### config.mk
export PLATFORM = sky130hd
export DESIGN_NAME = pixel_sram_writer_flat
export DESIGN_NICKNAME = d
export VERILOG_FILES = /design/src/rtl/pixel_sram_writer_if.sv /design/src/rtl/pixel_sram_writer.sv /design/src/flat_wrapper.sv
export SDC_FILE = /design/constraint.sdc
export NUM_CORES = 1
export LEC_CHECK = 0
export CAP_MARGIN = 20
export CORE_ASPECT_RATIO = 0.8
export CORE_MARGIN = 2
export CORE_UTILIZATION = 60
export CTS_CLUSTER_DIAMETER = 40
export CTS_CLUSTER_SIZE = 10
export DETAILED_ROUTE_END_ITERATION = 8
export DONT_BUFFER_PORTS = 1
export GPL_ROUTABILITY_DRIVEN = 0
export PLACE_DENSITY = 0.85
export SYNTH_ARGS = -nofsm -noshare
export SYNTH_HDL_FRONTEND = slang
export SYNTH_SLANG_ARGS = --single-unit
### constraint.sdc
create_clock -name clk -period 9.75 [get_ports clk]
set_input_delay 0.4875 -clock clk [delete_from_list [all_inputs] [get_ports clk]]
set_output_delay 0.4875 -clock clk [all_outputs]
set_load 0.01 [all_outputs]
### src/rtl/pixel_sram_writer_if.sv
// pixel_sram_writer_if: pixel request handshake plus two-word SRAM bus of pixel_sram_writer.
interface pixel_sram_writer_if;
   logic        pix_valid;
   logic [9:0]  pix_x;
   logic [8:0]  pix_y;
   logic [23:0] pix_color;
   logic        pix_ready;
   logic        sram_read_enable;
   logic        sram_write_enable;
   logic [21:0] sram_address;
   logic [47:0] sram_write_data;
   logic [47:0] sram_read_data;
   logic        busy;
   logic        err_oob;
   modport master (
      input  pix_valid, pix_x, pix_y, pix_color, sram_read_data,
      output pix_ready, sram_read_enable, sram_write_enable, sram_address, sram_write_data, busy, err_oob
   );
   modport slave (
      output pix_valid, pix_x, pix_y, pix_color, sram_read_data,
      input  pix_ready, sram_read_enable, sram_write_enable, sram_address, sram_write_data, busy, err_oob
   );
endinterface

### src/rtl/pixel_sram_writer.sv
// pixel_sram_writer: buffers pixel writes and read-modify-writes them into a 48-bit two-pixel SRAM word.
// Optional PIX_PAIR_MERGE_EN writes an adjacent even/odd pixel pair in one WR without a read.
module pixel_sram_writer #(
   parameter int FB_WIDTH = 640,
   parameter int FB_HEIGHT = 480,
   parameter int FIFO_DEPTH = 4
) (
   input logic clk,
   input logic n_rst,
   pixel_sram_writer_if.master bus
);
   localparam int AW = $clog2(FIFO_DEPTH);
   localparam logic [AW:0] FULL = (AW+1)'(FIFO_DEPTH);
   typedef enum logic [1:0] {IDLE, RD, WR} state_t;
   state_t state, state_nx;
   logic [9:0] q_x [FIFO_DEPTH];
   logic [8:0] q_y [FIFO_DEPTH];
   logic [23:0] q_color [FIFO_DEPTH];
   logic [AW-1:0] wr_ptr, rd_ptr;
   logic [AW:0] count;
   logic [21:0] head_addr, op_addr;
   logic [23:0] op_color;
   logic [47:0] cap;
   logic accept, in_range, push, merge;
   logic [1:0] pop_n;

   assign bus.pix_ready = n_rst && count != FULL;
   assign accept = bus.pix_valid && bus.pix_ready;
   assign in_range = 32'(bus.pix_x) < FB_WIDTH && 32'(bus.pix_y) < FB_HEIGHT;
   assign push = accept && in_range;
   assign head_addr = 22'(q_y[rd_ptr]) * 22'(FB_WIDTH) + 22'(q_x[rd_ptr]);

`ifdef PIX_PAIR_MERGE_EN
   logic [AW-1:0] nx_ptr;
   assign nx_ptr = rd_ptr + 1'b1;
   assign merge = count >= (AW+1)'(2) && !head_addr[0] && q_y[nx_ptr] == q_y[rd_ptr] &&
                  q_x[nx_ptr] == q_x[rd_ptr] + 10'd1;
`else
   assign merge = 1'b0;
`endif

   always_ff @(posedge clk) begin
      state <= n_rst ? state_nx : IDLE;
   end

   always_comb begin
      state_nx = state == RD ? WR : state == WR ? IDLE : count != '0 ? (merge ? WR : RD) : IDLE;
      pop_n = state == IDLE && count != '0 ? (merge ? 2'd2 : 2'd1) : 2'd0;
   end

   always_ff @(posedge clk) begin
      if (!n_rst) begin
         wr_ptr <= '0;
         rd_ptr <= '0;
         count <= '0;
         op_addr <= '0;
         op_color <= '0;
         cap <= '0;
         bus.err_oob <= 1'b0;
      end else begin
         bus.err_oob <= accept && !in_range;
         count <= count + (AW+1)'(push) - (AW+1)'(pop_n);
         rd_ptr <= rd_ptr + AW'(pop_n);
         if (push) begin
            q_x[wr_ptr] <= bus.pix_x;
            q_y[wr_ptr] <= bus.pix_y;
            q_color[wr_ptr] <= bus.pix_color;
            wr_ptr <= wr_ptr + 1'b1;
         end
         if (pop_n != 2'd0) begin
            op_addr <= head_addr;
            op_color <= q_color[rd_ptr];
         end
         if (state == RD) cap <= bus.sram_read_data;
`ifdef PIX_PAIR_MERGE_EN
         // merged pair: the captured word is synthesized from both colors, so WR writes both lanes
         if (merge && pop_n != 2'd0) cap <= {q_color[nx_ptr], q_color[rd_ptr]};
`endif
      end
   end

   assign bus.sram_read_enable = state == RD;
   assign bus.sram_write_enable = state == WR;
   assign bus.sram_address = state != IDLE ? {op_addr[21:1], 1'b0} : '0;
   assign bus.sram_write_data = state != WR ? '0 : op_addr[0] ? {op_color, cap[23:0]} : {cap[47:24], op_color};
   assign bus.busy = count != '0 || state != IDLE;
endmodule

### src/flat_wrapper.sv
// flat-port wrapper written by rule: the top's interface ports become plain ports
module pixel_sram_writer_flat 
#(
   parameter int FB_WIDTH = 640,
   parameter int FB_HEIGHT = 480,
   parameter int FIFO_DEPTH = 4
)
  (clk, n_rst, bus_pix_valid, bus_pix_x, bus_pix_y, bus_pix_color, bus_sram_read_data, bus_pix_ready, bus_sram_read_enable, bus_sram_write_enable, bus_sram_address, bus_sram_write_data, bus_busy, bus_err_oob);
  pixel_sram_writer_if bus_i ();
  input logic clk;
  input logic n_rst;
  input wire logic [$bits(bus_i.pix_valid)-1:0] bus_pix_valid;
  input wire logic [$bits(bus_i.pix_x)-1:0] bus_pix_x;
  input wire logic [$bits(bus_i.pix_y)-1:0] bus_pix_y;
  input wire logic [$bits(bus_i.pix_color)-1:0] bus_pix_color;
  input wire logic [$bits(bus_i.sram_read_data)-1:0] bus_sram_read_data;
  output wire logic [$bits(bus_i.pix_ready)-1:0] bus_pix_ready;
  output wire logic [$bits(bus_i.sram_read_enable)-1:0] bus_sram_read_enable;
  output wire logic [$bits(bus_i.sram_write_enable)-1:0] bus_sram_write_enable;
  output wire logic [$bits(bus_i.sram_address)-1:0] bus_sram_address;
  output wire logic [$bits(bus_i.sram_write_data)-1:0] bus_sram_write_data;
  output wire logic [$bits(bus_i.busy)-1:0] bus_busy;
  output wire logic [$bits(bus_i.err_oob)-1:0] bus_err_oob;
  assign bus_i.pix_valid = bus_pix_valid;
  assign bus_i.pix_x = bus_pix_x;
  assign bus_i.pix_y = bus_pix_y;
  assign bus_i.pix_color = bus_pix_color;
  assign bus_i.sram_read_data = bus_sram_read_data;
  assign bus_pix_ready = bus_i.pix_ready;
  assign bus_sram_read_enable = bus_i.sram_read_enable;
  assign bus_sram_write_enable = bus_i.sram_write_enable;
  assign bus_sram_address = bus_i.sram_address;
  assign bus_sram_write_data = bus_i.sram_write_data;
  assign bus_busy = bus_i.busy;
  assign bus_err_oob = bus_i.err_oob;
  pixel_sram_writer #(.FB_WIDTH(FB_WIDTH), .FB_HEIGHT(FB_HEIGHT), .FIFO_DEPTH(FIFO_DEPTH)) u_core (.clk(clk), .n_rst(n_rst), .bus(bus_i));
endmodule
* Word level (Yosys, flattened, before mapping)
Memories as Yosys holds them, arrays and structs flattened. A register that Yosys moved wholly into a read port is not among the register bits.
Index checks and enable logic that the tools add are counted.
** Word-level totals
- Bits in registers :: 80
- Bits in latches :: 0
- Memory bits (writable) :: 172
- Memory bits (read-only) :: 0
- Input port bits :: 94
- Output and inout bits :: 75
- Word-level logic and storage cells :: 50
- Memories kept :: 3
** Operators by class
- Add/subtract/negate cells :: 5
- Multiply operators :: 1
- Divide/modulo/power cells :: 0
- Order comparisons :: 2
- Eq/ne operators :: 4
- Shift operators :: 0
- Multiplexer cells :: 12
- Bitwise gates (word level) :: 1
- Reductions and logical operators :: 14
** Memories
- u_core.q_color :: depth 4, width 24, rd ports 1, clocked after Yosys merged registers in 1, wr ports 1, RTL line pixel_sram_writer.sv:18 : logic [23:0] q_color [FIFO_DEPTH];
- u_core.q_x :: depth 4, width 10, rd ports 1, clocked after Yosys merged registers in 1, wr ports 1, RTL line pixel_sram_writer.sv:16 : logic [9:0] q_x [FIFO_DEPTH];
- u_core.q_y :: depth 4, width 9, rd ports 1, clocked after Yosys merged registers in 1, wr ports 1, RTL line pixel_sram_writer.sv:17 : logic [8:0] q_y [FIFO_DEPTH];
** Operator list (number)
- two-way mux 48 bit :: 2
- two-way mux 22 bit :: 1
- adder 19 x 10 -> 20 bit :: 1
- multiplier 9 x 3 -> 12 bit, second input constant :: 1
- < comparator 10 bit, second input constant :: 1
- < comparator 9 bit, second input constant :: 1
- two-way mux 2 bit :: 4
- logical AND 1 bit :: 6
- two-way mux 1 bit :: 5
- nonzero test 2 bit :: 2
- adder 3 x 1 -> 3 bit :: 1
- != test 3 bit, second input constant :: 1
- nonzero test 3 bit :: 1
- OR reduction 3 bit :: 1
- subtractor 3 x 2 -> 3 bit :: 1
- adder 2 x 1 -> 2 bit, second input constant :: 1
- adder 2 bit :: 1
- == test 2 x 1 -> 1 bit, second input constant :: 1
- == test 2 bit, second input constant :: 1
- zero test 1 bit :: 2
- zero test 2 bit :: 1
- != test 2 bit, second input constant :: 1
- logical OR 1 bit :: 1
- inverter 1 bit :: 1

* Depth between registers and ports, before layout
Gate-level depths: netlist of run 1.
- Depth in word-level cells :: 7
- Depth in mapped cells :: 12
- Gate-level depth less buffers :: 11

* Least setup slack after synthesis of run 1
No wires, ideal clock.
- Kind :: register to register
- From :: register, netlist name u_core.rd_ptr[0]
- To :: register u_core.op_addr[18]
- Library setup time :: 74 ps
- Data arrival time :: 3451 ps
- Required time :: 9676 ps
- Setup slack :: 6225 ps
- Cell stages (with the launch flop) :: 13
- Buffers on the path :: 2
- Period minus slack after synthesis :: 3525 ps
- Cell sequence :: dfxtp_1 -> buf_6 -> buf_2 -> mux4_2 -> ha_1 -> ha_1 -> fa_1 -> a211oi_2 -> or2_2 -> nand4_1 -> nand3b_4 -> or3_1 -> a31oi_1
** RTL lines
- end signal, assigned :: RTL line pixel_sram_writer.sv:71 : op_addr <= head_addr;
- end, declared :: RTL line pixel_sram_writer.sv:21 : logic [21:0] head_addr, op_addr;

==> summary.txt, run 1 <==
Run status
  • Status: finished clean

Worst setup path
  • WP data arrival: 4.47 ns
  • Startpoint types: register
  • Crit path kind: reg -> reg
  • Required time worst endpoint: 10.17 ns
  • Worst setup EP type: register
  • Crit path max fanout: 44

Global route
  • Antenna violations before repair: 0
  • Overall Global Routing Usage: 24.74%
  • Largest net degree at the start of global routing: 97
  • Total gr overflow: 0
  • First-pass GRT wire length: 37570 µm
  • Via count of the first global-routing pass: 6771

Clock network
  • Cts-stage hold buffer count: 0
  • Post-CTS sizing: 0
  • Clk buf depth: 3
  • CTS tree: built
  • CTS Root Buffer Type: clkbuf_16
  • Clk Latency, worst-skew pair: 0.53 ns
  • H-tree lvl count: 2
  • CTS Sinks: 274
  • CTS buffer count: 36
  • Post-CTS Setup Bufs: 0
  • Worst-path clk slew: 0.06 ns

Drt
  • First-pass DRT Iterations: 8
  • Vias post-DR: 6819
  • DRC violations left: 0
  • Total Wirelength: 24900 µm
  • Antenna viol nets, final: 0
  • DR WL/cell: 21.58 µm
  • DRT iter0 DRCs: 599
  • DR vias/cell: 5.909

Floorplanning
  • CORE AREA: 0.01828 mm²
  • I/O pins: 169
  • Row count: 44
  • Chip Width: 157.4 µm
  • Chip height: 126.8 µm
  • Initial Utilization: 61.84%
  • Full die area: 0.01996 mm²

Synth
  • Top cells by area, synth: edfxtp_1 46%, dfxtp_1 18%, mux4_2 8.6%
  • Post-synth top area share: 45.70%
  • Synth Register Bits: 274
  • Cell taking the most area after synthesis: edfxtp_1
  • Gate Count Post-Synth: 881
  • Sequential fraction of the synthesis area: 63.77%
  • Post-synthesis cell type count: 47
  • Syn avg cell area: 12.83 µm²
  • Mapped Area: 0.01130 mm²
  • Post-synth top flop: edfxtp_1
  • Synth Warn #: 0
  • Async SR Flop Fraction: 0%
  • Most instantiated cells after synthesis: 172 x edfxtp_1, 172 x nand2_1, 102 x dfxtp_1
  • Number of synthesized flops with an enable pin: 172

STA
  • Final Hold Fails: 0
  • RSZ-0062 raised after global routing: false
  • Min cycle time layout: 4.045 ns
  • Worst Max-Slew Pin Slew: 1.088 ns
  • Max Slew Vio Count: 0
  • Post-route clock skew: 0.03733 ns
  • Max Fclk: 247.2 MHz
  • Final worst slack: 5.705 ns
  • Final setup viols: 0
  • Relative slew margins: 27.45%
  • Setup_tns: 0 ns
  • Final period util: 41.49%

Final layout
  • Layout cells sized above 1: 12.99%
  • Nets: 997
  • Ant. Diodes: 0
  • Fill count: 1217
  • Area Growth Syn to Fin: 11.90%

Place
  • Number of port buffers: 0
  • Place WS: 5.726 ns
  • HPWL after detailed placement: 15370 µm

Job
  • Max cap viols: 0

Power and ir drop
  • Leakage Power: 4.165 nW
  • Max rail drop VDD: 179.2 µV
  • Cell Pwr Density: 307.6 mW/mm²

Min path
  • HP Class: in -> reg
[critical path, cell delays in order, from the launching register on]
cell and delay (ns):
dfxtp_2 0.31, buf_4 0.64, mux4_2 0.64, ha_1 0.33
ha_1 0.24, fa_1 0.43, a211oi_2 0.28, or2_2 0.17
nand4_1 0.14, nand3b_4 0.20, or3_1 0.37, a31oi_1 0.16
[per-stage QoR]
stage	power, mW	area, µm²	utilization (%)	std cells	hold WS (ns)
2_1_floorplan	2.392	11310	-	883	0.4273
5_1_grt	4.082	12650	69.20	1154	0.04084
6_report	3.890	12650	69.20	1154	0.05304
3_5_place_dp	2.666	11450	62.65	1086	0.4423
4_1_cts	3.895	12550	68.65	1149	0.04367
3_3_place_gp	2.620	11450	62.65	1086	0.4361
[layout by cell type, fill, tap and decap left out, drive strengths merged, types with 8 or more instances in the layout]
| master | instances |
|---|---|
| a211oi | 8 |
| a21oi | 87 |
| buf | 11 |
| clkbuf | 54 |
| dfxtp | 102 |
| edfxtp | 172 |
| ha | 24 |
| inv | 13 |
| mux2i | 49 |
| mux4 | 43 |
| nand2 | 172 |
| nor2 | 69 |
| nor2b | 20 |
| o21ai | 11 |
| xnor2 | 10 |
[area by class of cell]
cell class / count / area, µm² / share of cell area (%)
repair buffers: 11 / 145.1 / 1.148
clock buffers: 54 / 978.4 / 7.736
inverters: 13 / 48.80 / 0.3858
clock inverters: 9 / 117.6 / 0.9300
multi-input cells: 540 / 3830 / 30.28
flip-flops and latches: 274 / 7211 / 57.01
well taps: 253 / 316.6 / 2.503
[kinds of logic (layout without fill, tap and decap cells)]
group | after synthesis | count (layout) | synth area share, %
and+or+nand+nor | 288 | 288 | 10.83
adders and majority gates | 27 | 27 | 3.188
xor gates and xnor gates | 14 | 14 | 1.085
other | 1 | 3 | 0.03318
AOI/OAI and AO/OA | 116 | 116 | 5.668
DFF | 274 | 274 | 63.77
buffers and inverters | 69 | 87 | 2.524
muxes | 92 | 92 | 12.91
[registers in the layout, indices dropped and copies added, names as in the netlist]
signal              flops
u_core.op_color        24
u_core.q_x             40
u_core.op_addr         20
u_core.q_color         96
u_core.count            3
u_core.q_y             36
u_core.state            2
u_core.rd_ptr           2
u_core.wr_ptr           2
u_core.bus.err_oob      1
u_core.cap             48
[layer usage]
metal | track usage, % | wire length [µm] | vias up
met5 | 0 | 0 | -
met2 | 37.14 | 11160 | 302
met1 | 35.73 | 10890 | 3338
li1 | - | - | 3134
met3 | 7.175 | 2364 | 45
met4 | 6.952 | 487 | 0
[path summary, 6_finish.rpt]
check | startpoint | to | slack [ns] | cells after the start
worst max register to register | u_core.rd_ptr[0] | u_core.op_addr[18] | 5.71 | 11
worst min-delay path | bus_pix_color[14] | u_core.q_color[0][14] | 0.05 | 0
worst min register to register | u_core.op_addr[12] | u_core.op_addr[12] | 0.45 | 2
worst max-delay path | u_core.rd_ptr[0] | u_core.op_addr[18] | 5.71 | 11
[where the power goes]
group,internal [mW],switching (mW),leakage (nW),total [mW]
sequential,1.37,0.104,2.39,1.48
combinational,0.479,0.712,1.24,1.19
clock,0.748,0.473,0.531,1.22
Note: power is estimated with default switching activity, not from simulation.
==> run 2: changes to the inputs <==
Settings changed: ABC_AREA from default to 1.
Clock period 9.75 ns to 3.9 ns, I/O delays scaled along.
==> run 2 against run 1 <==
Sequential power is 150% higher. Wire length is 19% higher. Utilization up 4.1 points. Area after synthesis increased by 1.5%. Cell count is 33% higher. Sequential cell count unchanged. Clock skew fell by 0.0087 ns. First-iteration DRC count is 95% higher. Largest power group is now combinational logic. Register-to-register slack worse by 5.2 ns.
==> summary.txt, run 2 <==
Run status
  • Status: finished clean

Final layout
  • Fill count: 1132 (-7.0%)
  • Biggest regs: u_core.q_color: 96 flops, u_core.cap: 48 flops, u_core.q_x: 40 flops
  • Layout cells sized above 1: 7.698% (-5.3 points)
  • Commonest non-fill, non-tap cell in the layout: o21ai_0
  • Multi-input gate area: 0.003552 mm² (-7.3%)
  • Max reg flops: 96 (unchanged)
  • Nets: 1367 (+37%)
  • Largest reg by FF count: u_core.q_color
  • Commonest non-fill, non-tap cells in the layout: 218 x o21ai_0, 172 x edfxtp_1, 171 x nor2_1
  • Seq. cell area: 0.007208 mm² (about the same)
  • Area Growth Syn to Fin: 20.52%

Worst setup path
  • Startpoint types: register
  • Crit path max fanout: 27 (-39%)
  • Required time worst endpoint: 4.29 ns (-5.88 ns)
  • Worst Reg-to-Reg Cells: 17 (+6)
  • Worst setup EP type: register
  • Reg-to-Reg End: u_core.op_addr[16]
  • WP data arrival: 3.80 ns (-0.67 ns)
  • Reg-to-reg setup timing slack: 0.49 ns (-5.21 ns)
  • Worst reg2reg startpoint: u_core.rd_ptr[1]
  • Crit path kind: reg -> reg

Global route
  • Largest net degree at the start of global routing: 73 (-25%)
  • Total gr overflow: 0 (unchanged)
  • Overall Global Routing Usage: 28.29% (+3.6 points)
  • Antenna violations before repair: 5 (+5)
  • Via count of the first global-routing pass: 8294 (+22%)
  • First-pass GRT wire length: 43880 µm (+17%)

Synth
  • Synth Register Bits: 274 (unchanged)
  • Post-synth top area share: 45.01% (-0.69 points)
  • Adder-Cell Fraction of Synth Area: 3.140% (-0.048 points)
  • Synth Area in XOR/XNOR: 0.9703% (-0.11 points)
  • Gate Count Post-Synth: 1162 (+32%)
  • Count leader, synth: o21ai_0
  • Top cells by area, synth: edfxtp_1 45%, dfxtp_1 18%, o21ai_0 9.5%
  • Cell taking the most area after synthesis: edfxtp_1
  • Post-synthesis cell type count: 32 (-32%)
  • Combinational family with the most area after synthesis: compound AO/OA/AOI/OAI gates
  • Sequential fraction of the synthesis area: 62.80% (-0.97 points)
  • Synth Warn #: 0 (unchanged)
  • Mux share of post-synthesis cell area: 0% (-13 points)
  • Number of synthesized flops with an enable pin: 172 (unchanged)
  • Async SR Flop Fraction: 0% (unchanged)
  • Most instantiated cells after synthesis: 218 x o21ai_0, 177 x nor2_1, 172 x edfxtp_1
  • Synth Area in Simple Gates: 11.28% (+0.46 points)
  • Post-synth top flop: edfxtp_1
  • Syn avg cell area: 9.876 µm² (-23%)
  • Synth Area in Compound Gates: 15.11% (+9.4 points)
  • Mapped Area: 0.01148 mm² (+1.5%)

Clock network
  • Clk buf depth: 3 (unchanged)
  • CTS buffer count: 39 (+8.3%)
  • CTS tree: built
  • Post-CTS sizing: 0 (unchanged)
  • CTS Sinks: 274 (unchanged)
  • H-tree lvl count: 2 (unchanged)
  • Worst-path clk slew: 0.05 ns (about the same)
  • Post-CTS Setup Bufs: 0 (unchanged)
  • Clk Latency, worst-skew pair: 0.51 ns (-0.02 ns)
  • CTS Root Buffer Type: clkbuf_16

Drt
  • Total Wirelength: 29690 µm (+19%)
  • DRT iter0 DRCs: 1169 (+95%)
  • Antenna viol nets, final: 0 (unchanged)
  • Vias post-DR: 8834 (+30%)
  • DR WL/cell: 19.32 µm (-10%)
  • DRC violations left: 0 (unchanged)
  • First-pass DRT Iterations: 6 (-2)
  • DR vias/cell: 5.748 (-2.7%)

Power and ir drop
  • Cell Pwr Density: 769.4 mW/mm² (+150%)
  • Leakage Power: 5.103 nW (+23%)
  • Clock Power Share: 30.3% (-1.1 points)
  • Share of power burned in registers: 34.7% (-3.3 points)
  • NetSw: 3.988 mW (+210%)
  • Pint: 6.654 mW (+160%)
  • Max rail drop VDD: 460.0 µV (+160%)
  • Switch share: 37.47% (+4.3 points)
  • Comb pwr share: 35.0% (+4.4 points)

Job
  • Max cap viols: 0 (unchanged)

Place
  • HPWL after detailed placement: 16510 µm (+7.5%)
  • Number of port buffers: 0 (unchanged)

STA
  • Max Slew Vio Count: 0 (unchanged)
  • Setup_tns: 0 ns (unchanged)
  • Worst Max-Slew Pin Slew: 1.051 ns (-0.03740 ns)
  • Max Fclk: 293.6 MHz (+19%)
  • Hold slack: 0.02939 ns (-0.02365 ns)
  • Final Hold Fails: 0 (unchanged)
  • Min cycle time layout: 3.406 ns (-0.6384 ns)
  • Post-route clock skew: 0.02860 ns (-0.008729 ns)
  • Final setup viols: 0 (unchanged)
  • RSZ-0062 raised after global routing: false
  • Relative slew margins: 29.77% (+2.3 points)
  • Final period util: 87.34% (+46 points)

Floorplanning
  • Row count: 45 (+2.3%)
  • I/O pins: 169 (unchanged)
  • Full die area: 0.02026 mm² (+1.5%)
  • Initial Utilization: 60.84% (-0.99 points)
  • CORE AREA: 0.01886 mm² (+3.2%)
  • Chip height: 127.7 µm (+0.74%)
  • Chip Width: 158.6 µm (+0.75%)

Min path
  • Hold Crit Start: n_rst
  • Worst Hold End: u_core.count[0]
  • HP Class: in -> reg
  • WHS Path Cells: 3 (+3)
## run 2: cell types whose count changed in the layout (fill, tap and decap cells not counted), sizes merged, moves of 8 or more
cell | previous run | this run
mux2i | 49 | 0
nand2 | 172 | 115
mux4 | 43 | 0
o22ai | 0 | 9
nor2 | 69 | 182
a211oi | 8 | 0
o21ai | 11 | 221
a31oi | 1 | 32
a21oi | 87 | 69
nand3 | 0 | 19
dlygate4sd3 | 0 | 93
nor2b | 20 | 0
inv | 13 | 130
## run 2: cells by family after synthesis
family | count (synthesis)
other | 1
adders and majority gates | 27
xor gates and xnor gates | 11
DFF | 274
AOI/OAI and AO/OA | 334
buffers and inverters | 194
and+or+nand+nor | 321
## run 2: timing repair
action,4_1_cts,5_1_grt
setup endpoints to repair,0,0
endpoints found under the hold margin,263,0
hold buffers,94,0
## run 2: power groups by stage
stage                     Combinational, mW  Clock (mW)  Sequential, mW
after global routing                   4.14        3.38            3.71
final                                  3.72        3.23            3.69
after global placement                 3.37           0            3.70
after CTS                              3.64        3.25            3.67
after detailed placement               3.49           0            3.72
after floorplan                        2.83           0            3.60
## run 2: worst max-delay path by stage
stage / from / end / slack, ns / cells past startpoint
after detailed placement: u_core.rd_ptr[1] / u_core.op_addr[16] / 0.62 / 17
final: u_core.rd_ptr[1] / u_core.op_addr[16] / 0.49 / 17
after floorplan: u_core.count[1] / u_core.q_color[0][0] / 0.57 / 4
after global routing: u_core.rd_ptr[1] / u_core.op_addr[16] / 0.30 / 17
after CTS: u_core.rd_ptr[1] / u_core.op_addr[16] / 0.56 / 17
after global placement: u_core.rd_ptr[1] / u_core.op_addr[16] / 0.76 / 18
## run 2: final cells by class
class | count | area share, %
well taps | 258 | 2.334
clock buffers | 58 | 7.880
clock inverters | 10 | 0.7147
flip-flops and latches | 274 | 52.12
inverters | 124 | 3.365
diodes | 6 | 0.1086
multi-input cells | 696 | 25.68
repair buffers | 111 | 7.798
## run 2: worst max-delay path, stage by stage, from the launching register on
cell	delay [ns]
dfxtp_1	0.43
inv_2	0.12
buf_4	0.33
o21ai_0	0.15
o22ai_1	0.27
ha_1	0.30
ha_1	0.24
fa_1	0.46
nand3_1	0.11
nand3_1	0.11
xnor2_2	0.28
inv_1	0.10
nand2_1	0.13
nor2_4	0.04
nand2_1	0.05
nand3_1	0.06
nand2_1	0.09
inv_1	0.04
## run 2: through the flow
| step | std cells | util (%) | total power, mW | worst slack [ns] | area, µm² |
|---|---|---|---|---|---|
| 5_1_grt | 1532 | 73.26 | 11.24 | 0.3031 | 13820 |
| 3_5_place_dp | 1369 | 61.90 | 7.212 | 0.6156 | 11680 |
| 6_report | 1537 | 73.33 | 10.64 | 0.4935 | 13830 |
| 3_3_place_gp | 1369 | 61.90 | 7.071 | 0.7559 | 11680 |
| 4_1_cts | 1531 | 73.25 | 10.56 | 0.5581 | 13820 |
| 2_1_floorplan | 1164 | - | 6.427 | 0.5723 | 11480 |
## run 2: per-layer routing
metal	track usage, %	vias to the layer above	wire length, µm
met2	44.67	560	13280
met1	36.27	4072	11700
li1	-	4116	-
met5	0	-	0
met3	8.722	86	3629
met4	12.51	0	1081
==> run 3: changes to the inputs <==
Settings changed: CAP_MARGIN 20 to default, CORE_UTILIZATION 60 to 45, PLACE_DENSITY 0.85 to 0.63.
==> run 3 against run 2 <==
Clock-buffer cell count up 1. Sequential power about the same. Critical path depth down 1. Setup slack better by 0.027 ns. Combinational power down 3%. Register-to-register slack better by 0.03 ns. Power down 1.1%. Sequential share of layout area down 0.38 points. Largest cell class unchanged. Largest power group is now sequential cells. Highest routed layer is now met5.
==> summary.txt, run 3 (synthesis results as in run 2) <==
Final layout
  • Biggest regs: u_core.q_color: 96 flops, u_core.cap: 48 flops, u_core.q_x: 40 flops
  • Post-Route Utilization: 55.34% (-18 points)
  • Design area: 0.01393 mm² (+0.75%)
  • Final non-filler cell total: 1603 (+4.3%)
  • Largest reg by FF count: u_core.q_color
  • Commonest non-fill, non-tap cell in the layout: o21ai_0
  • Layout cells sized above 1: 7.915% (+0.22 points)
  • Max reg flops: 96 (unchanged)
  • Commonest non-fill, non-tap cells in the layout: 218 x o21ai_0, 172 x edfxtp_1, 171 x nor2_1
  • Area Growth Syn to Fin: 21.42%
  • Nets: 1368 (+0.073%)

STA
  • Final period util: 86.64% (-0.70 points)
  • Worst Max-Slew Pin Slew: 1.178 ns (+0.1275 ns)
  • Final Hold Fails: 0 (unchanged)
  • Post-route clock skew: 0.01923 ns (-0.009368 ns)
  • Max Fclk: 295.9 MHz (+0.81%)
  • Min cycle time layout: 3.379 ns (-0.02746 ns)
  • RSZ-0062 raised after global routing: false
  • Setup_tns: 0 ns (unchanged)
  • Relative slew margins: 21.36% (-8.4 points)
  • Max Slew Vio Count: 0 (unchanged)
  • Final setup viols: 0 (unchanged)

Clock network
  • CTS Sinks: 274 (unchanged)
  • Post-CTS sizing: 0 (unchanged)
  • Clk Latency, worst-skew pair: 0.52 ns (about the same)
  • Cts-stage hold buffer count: 95 (+1.1%)
  • CTS buffer count: 39 (unchanged)
  • Worst-path clk slew: 0.05 ns (about the same)
  • Post-CTS Setup Bufs: 0 (unchanged)
  • H-tree lvl count: 2 (unchanged)
  • CTS Root Buffer Type: clkbuf_16
  • CTS tree: built
  • Clk buf depth: 3 (unchanged)

Floorplanning
  • Chip Width: 182.5 µm (+15%)
  • I/O pins: 169 (unchanged)
  • Initial Utilization: 45.58% (-15 points)
  • Full die area: 0.02680 mm² (+32%)
  • CORE AREA: 0.02518 mm² (+33%)
  • Row count: 52 (+16%)
  • Chip height: 146.8 µm (+15%)

Run status
  • Status: finished clean

Place
  • HPWL after detailed placement: 17200 µm (+4.2%)
  • Number of port buffers: 0 (unchanged)
  • Post-Place Cell Area: 0.01177 mm² (+0.82%)
  • Cell Count Post-Placement: 1435 (+4.8%)

Global route
  • Total gr overflow: 0 (unchanged)
  • Antenna violations before repair: 6 (+1)
  • First-pass GRT wire length: 43690 µm (-0.43%)
  • Via count of the first global-routing pass: 7943 (-4.2%)
  • Largest net degree at the start of global routing: 73 (unchanged)
  • Overall Global Routing Usage: 20.74% (-7.6 points)

Power and ir drop
  • Post-layout power: 10.53 mW (-1.1%)
  • Max rail drop VDD: 333.0 µV (-28%)
  • Cell Pwr Density: 755.6 mW/mm² (-1.8%)
  • Leakage Power: 5.116 nW (+0.25%)

Worst setup path
  • WP data arrival: 3.79 ns (about the same)
  • Startpoint types: register
  • Worst Reg-to-Reg Cells: 16 (-1)
  • Crit path kind: reg -> reg
  • Crit path max fanout: 24 (-11%)
  • Worst setup EP type: register
  • Required time worst endpoint: 4.31 ns (+0.02 ns)

Drt
  • DR WL/cell: 17.60 µm (-8.9%)
  • DR vias/cell: 5.243 (-8.8%)
  • DRC violations left: 0 (unchanged)
  • Antenna viol nets, final: 0 (unchanged)
  • Vias post-DR: 8405 (-4.9%)
  • First-pass DRT Iterations: 5 (-1)
  • DRT iter0 DRCs: 636 (-46%)
  • Total Wirelength: 28220 µm (-5.0%)

Job
  • Max cap viols: 0 (unchanged)

Min path
  • WHS Path Cells: 2 (-1)
  • HP Class: in -> reg
[run 3: final cells by class]
cell class / instances / area [µm²]
fillers: 2103 / 11240
flip-flops and latches: 274 / 7209
multi-input cells: 696 / 3552
clock buffers: 59 / 1104
repair buffers: 112 / 1101
inverters: 124 / 465.4
well taps: 324 / 405.4
clock inverters: 11 / 90.09
diodes: 3 / 7.507
[run 3: metrics by stage]
step	hold WS, ns	setup slack (ns)
global placement	0.2940	0.6562
CTS	0.08362	0.5243
finish	0.08516	0.5210
floorplan	0.2939	0.5723
detailed placement	0.2940	0.5255
global route	0.1285	0.2186
[run 3: critical path: stages, from the launching register on]
cell	delay, ns
dfxtp_2	0.56
inv_2	0.28
a32oi_1	0.43
ha_1	0.32
ha_1	0.24
fa_1	0.57
nand2_1	0.07
inv_1	0.05
nand4_1	0.07
nand2_1	0.11
nand2_1	0.10
nor2_4	0.15
nand3_1	0.08
nand2_1	0.06
nand3_1	0.07
nand2_1	0.09
inv_1	0.03
[run 3: path summary, 6_finish.rpt]
path                      start                  to  slack [ns]
min reg2reg  u_core.op_addr[19]  u_core.op_addr[19]        0.45
max            u_core.rd_ptr[1]  u_core.op_addr[16]        0.52
min                       n_rst     u_core.count[1]        0.09
max reg2reg    u_core.rd_ptr[1]  u_core.op_addr[16]        0.52
[run 3: layer usage]
layer	wire length [µm]	share of wire, %	global-route usage [%]
met5	11	0.039	0
met2	12050	43	31.71
met3	2420	8.6	4.908
met1	13180	47	29.51
met4	560	2.0	6.250
[run 3: power by group]
part / internal (mW) / switching [mW]
registers: 3.44 / 0.250
logic: 1.20 / 2.42
clock network: 2.02 / 1.20
